File: src/rtl/instr_decode_stage.sv
// instr_decode_stage: 2-entry skid-buffered decode stage that feeds the immediate sign-extension unit.
// Ports:
//   clk, rst_n             clock (rising edge), asynchronous active-low reset
//   flush                  synchronous discard of buffered and incoming instructions
//   in_valid/in_ready      fetch handshake; in_ready is registered (skid entry empty)
//   in_instr, in_pc        instruction word and its PC
//   out_valid/out_ready    execute handshake
//   out_pc                 PC of the decoded instruction
//   out_opcode             instr[15:10]
//   out_reg_sel            instr[9], X/Y register select
//   out_imm                instr[8:0], raw immediate for the sign-extension unit
//   out_ext_sel            extension selector for the sign-extension unit
//   out_has_imm            instruction uses the immediate
//   out_illegal            only with DECODE_ILLEGAL_TRAP_EN: class 00 opcode above 0xB
// Optional feature macro: DECODE_ILLEGAL_TRAP_EN (illegal-opcode flag and stall until flush).
module instr_decode_stage #(
    parameter int INSTR_W = 16,
    parameter int PC_W    = 16,
    parameter int IMM_W   = 9
) (
    input  logic               clk,
    input  logic               rst_n,
    input  logic               flush,
    input  logic               in_valid,
    output logic               in_ready,
    input  logic [INSTR_W-1:0] in_instr,
    input  logic [PC_W-1:0]    in_pc,
    output logic               out_valid,
    input  logic               out_ready,
    output logic [PC_W-1:0]    out_pc,
    output logic [5:0]         out_opcode,
    output logic               out_reg_sel,
    output logic [IMM_W-1:0]   out_imm,
    output logic [1:0]         out_ext_sel,
`ifdef DECODE_ILLEGAL_TRAP_EN
    output logic               out_illegal,
`endif
    output logic               out_has_imm
);
    logic               main_vld, skid_vld;
    logic [INSTR_W-1:0] main_instr, skid_instr;
    logic [PC_W-1:0]    main_pc, skid_pc;
    logic               accept, pop, to_skid, skid_next, trap_next;
    logic [5:0]         op;
    assign accept    = in_valid & in_ready;
    assign pop       = main_vld & out_ready;
    // a new word parks in the skid entry only when main stays occupied this cycle
    assign to_skid   = accept & main_vld & ~pop;
    assign skid_next = to_skid | (skid_vld & ~pop);
    assign op        = main_instr[15:10];
    assign out_valid   = main_vld;
    assign out_pc      = main_pc;
    assign out_opcode  = op;
    assign out_reg_sel = main_instr[9];
    assign out_imm     = main_instr[IMM_W-1:0];
    assign out_has_imm = op[5:4] != 2'b00;
    assign out_ext_sel = op[5:4] == 2'b10 ? 2'b01 : op[5:4] == 2'b11 ? {1'b1, op[3]} : 2'b00;
`ifdef DECODE_ILLEGAL_TRAP_EN
    logic trap;
    assign out_illegal = op[5:4] == 2'b00 && op[3:0] > 4'hB;
    // once an illegal bundle leaves, fetch is held off until the flush that redirects it
    assign trap_next   = trap | (pop & out_illegal);
    always_ff @(posedge clk or negedge rst_n) begin
        if (!rst_n)
            trap <= 1'b0;
        else
            trap <= flush ? 1'b0 : trap_next;
    end
`else
    assign trap_next = 1'b0;
`endif
    always_ff @(posedge clk or negedge rst_n) begin
        if (!rst_n) begin
            main_vld   <= 1'b0;
            skid_vld   <= 1'b0;
            in_ready   <= 1'b1;
            main_instr <= '0;
            main_pc    <= '0;
            skid_instr <= '0;
            skid_pc    <= '0;
        end else if (flush) begin
            main_vld <= 1'b0;
            skid_vld <= 1'b0;
            in_ready <= 1'b1;
        end else begin
            if (accept && (!main_vld || pop)) begin
                main_instr <= in_instr;
                main_pc    <= in_pc;
            end else if (pop && skid_vld) begin
                main_instr <= skid_instr;
                main_pc    <= skid_pc;
            end
            if (to_skid) begin
                skid_instr <= in_instr;
                skid_pc    <= in_pc;
            end
            main_vld <= accept | skid_vld | (main_vld & ~pop);
            skid_vld <= skid_next;
            in_ready <= ~skid_next & ~trap_next;
        end
    end
endmodule

File: config.mk
export PLATFORM = sky130hd
export DESIGN_NAME = instr_decode_stage
export DESIGN_NICKNAME = d
export VERILOG_FILES = /design/src/rtl/instr_decode_stage.sv
export SDC_FILE = /design/constraint.sdc
export NUM_CORES = 1
export LEC_CHECK = 0
export CAP_MARGIN = 20
export CORE_MARGIN = 2
export CORE_UTILIZATION = 40
export CTS_BUF_LIST = sky130_fd_sc_hd__clkbuf_16
export DETAILED_ROUTE_END_ITERATION = 10
export GPL_TIMING_DRIVEN = 0
export HOLD_SLACK_MARGIN = 0.12
export MAX_ROUTING_LAYER = met4
export PLACE_DENSITY = 0.72
export SLEW_MARGIN = 0
export SYNTH_ARGS = -nofsm -noshare
export SYNTH_HDL_FRONTEND = slang
export SYNTH_SLANG_ARGS = --single-unit
File: constraint.sdc
create_clock -name clk -period 4.8 [get_ports clk]
set_input_delay 0.96 -clock clk [delete_from_list [all_inputs] [get_ports clk]]
set_output_delay 0.96 -clock clk [all_outputs]
set_load 0.02 [all_outputs]
==> impl_results.md <==
- Mapped Avg Cell Area: 14.4 um^2
- DP Wirelength: 4.18 mm
- Antenna diodes: 0
- Area of the die: 7810 um^2
- NumNets Final: 319
- Global placement routability congestion: 0.697
- Post-route DRC: 0
- Leakage Power: 1.58 nW
- Vias per inst: 5.24
- Synth warnings: 0
- Rows: 30
- Clock-pin slew on the worst setup and hold paths: 0.05 ns
- Max IR drop VDD: 0.000269 V
- CP cell instances: or2_2 > clkdlybuf4s50_1
- Area growth from synthesis to layout: 40.9%
- Met1 global-route usage: 22.2%
- Hold-fix buffers at CTS: 0
- Setup crit end kind: primary output
- CP Class: reg2out
- Final count of hold timing violations: 0
- Pwr per Cell Area: 458 nW/um^2
- Crit-path max FO: 5
- Post-route ant nets: 0
- # IOs: 74
- Mux cell area share after synthesis: 12.6%
- Post-CTS setup repair buffer count: 0
- CTS tree: yes
- Final Util: 58.8%
- RSZ-0062 raised after global routing: no
- Largest net degree at the start of global routing: 68
- Synthesis-stage register bit count: 67
- Final slew viol count: 0
- Total GRT Usage: 17.6%
- Status: finished clean
- Clk_lat worst skew: 0.32 ns
- Endpoints failing setup: 0
- Total of max-cap violations: 0
- Syn nets: 235
- Worst-Margin Slew: 0.840 ns
- Largest family of logic cells by synthesized area: compound AO/OA/AOI/OAI gates
- CTS Buf Count: 9
- H-Tree Depth: 3
- Mapped Cells: 198
- DR pass1 iterations: 4
- Wire length per cell: 16.2 um
- Die width: 88.4 um
- Max incr delay on CP: 0.53 ns
- DR iter-0 viols: 93
- Sequential area share after synthesis: 58.9%
- Vias: 2008
- Synth Area in XOR/XNOR: 0%
- Reg2reg start: in_ready$_DFF_PN1_
- Mapped Area: 2850 um^2
- CTS max path bufs: 2
- HP Start: skid_instr[1]$_DFFE_PN0P_
- Worst setup path start: main_instr[15]$_DFFE_PN0P_
- GRT met2 Usage: 27.8%
- Relative slew slack: 44.0%
- Final wirelength: 6.19 mm
- Vias in the first global route: 2028
- Hold Path Class: reg2reg
- Initial core utilization: 41.7%
- Final setup TNS: 0 ns
- Most Crowded Layer GR: met2
- Initial antenna violation count: 0
- Synth Area in Compound Gates: 13.7%
- Synth Area in Adders: 0%
- Core ar.: 6830 um^2
- Crit path required time: 3.84 ns
- Slowest-stage cell, CP: clkdlybuf4s50_1
- Met3 Use GR: 4.57%
- # clock sinks: 67
- Synth unique cells: 25
- Synth Area in Simple Gates: 9.75%
- Worst Skew: 0.00497 ns
- Overflow after GRT: 0
- Most common cell after layout, fill and taps aside: clkdlybuf4s50_1
- Die Y: 88.4 um
- Most frequent cells in the layout: 72 x clkdlybuf4s50_1, 66 x dfrtp_1, 32 x mux2_2, 32 x or3_1, 30 x o221a_1
- Critical Path Start Type: flip-flop
- Final worst path period share: 52.8%
- Layout cell share with drive strength beyond 1: 23.3%
- Data arrival, critical path: 1.58 ns
- Clk Tree Root Cell: clkbuf_16
- Max frequency: 394 MHz
- Input/output buffers: 73
- Tmin final: 2.54 ns
- Cts repair resizes: 0
- First-pass GRT wire length: 10.0 mm
-- layer usage --
layer  vias to the layer above  part of all wire, %
li1                        938                    -
met1                      1007                   46
met2                        61                   49
met3                         2                  4.8
met4                         0                 0.58
met5                         -                    0
-- cell families (layout without fill, tap and decap cells) --
kind of cell / Yosys count / in the layout
compound gates: 36 / 36
buf+inv: 20 / 109
flops: 67 / 67
mux: 32 / 32
simple gates: 43 / 43
-- registers in the layout (all words and copies together) (netlist names) --
signal and cells:
out_pc 16, skid_pc 16, skid_vld 1, skid_instr 16
out_valid 1, main_instr 16, in_ready 1
-- cell usage after synthesis, drive strengths merged --
library cell	instances	area, um^2
a22oi	1	7.51
nor3	2	15.0
or3	32	200
and4bb	1	12.5
a31o	1	8.76
or3b	1	8.76
buf	12	113
a31oi	1	6.26
nand2	1	3.75
or2	1	6.26
o221a	32	360
dfrtp	66	1650
dfstp	1	26.3
and2	2	12.5
clkbuf	6	22.5
nor2	1	3.75
mux2	32	360
nor2b	1	6.26
nand4b	1	8.76
a21boi	1	7.51
inv	2	7.51
-- layout make-up --
class | instances | area (um^2)
Fill cell | 593 | 2820
Sequential cell | 67 | 1680
Multi-Input combinational cell | 111 | 1030
Timing Repair Buffer | 73 | 728
Clock buffer | 9 | 225
Buffer | 18 | 135
Tap cell | 96 | 120
Clock inverter | 7 | 92.6
Inverter | 2 | 7.51
-- worst paths after layout --
kind | to | slack, ns | cells past startpoint
setup reg to reg | main_instr[1]$_DFFE_PN0P_ | 3.02 | 6
setup / recovery | out_has_imm | 2.26 | 2
min in group asynchronous | main_instr[9]$_DFFE_PN0P_ | 0.73 | 1
hold reg to reg | skid_instr[1]$_DFFE_PN0P_ | 0.50 | 1
hold / removal | skid_instr[1]$_DFFE_PN0P_ | 0.50 | 1
max in group asynchronous | skid_pc[9]$_DFFE_PN0P_ | 3.50 | 1
-- metrics by stage --
stage	area [um^2]	hold slack (ns)	worst slack, ns	power, mW	instances
final	4020	0.497	2.26	1.84	383
after global routing	4020	0.506	2.22	1.92	383
after CTS	4020	0.500	2.25	1.86	383
after detailed placement	3700	0.488	2.08	1.16	367
after global placement	3700	0.482	0.555	1.15	367
after floorplan	2850	0.467	2.68	0.966	198
-- power breakdown --
part	total, mW	internal (mW)	switching (mW)
clock network	0.689	0.453	0.236
logic	0.394	0.229	0.165
registers	0.754	0.691	0.0634
total	1.84	1.37	0.464
-- worst max-delay path: cells and delay by family (launching register included) --
family,cells,cell delay [ns]
buf+inv,1,0.53
flops,1,0.42
simple gates,1,0.30
Note: power is estimated with default switching activity, not from simulation.
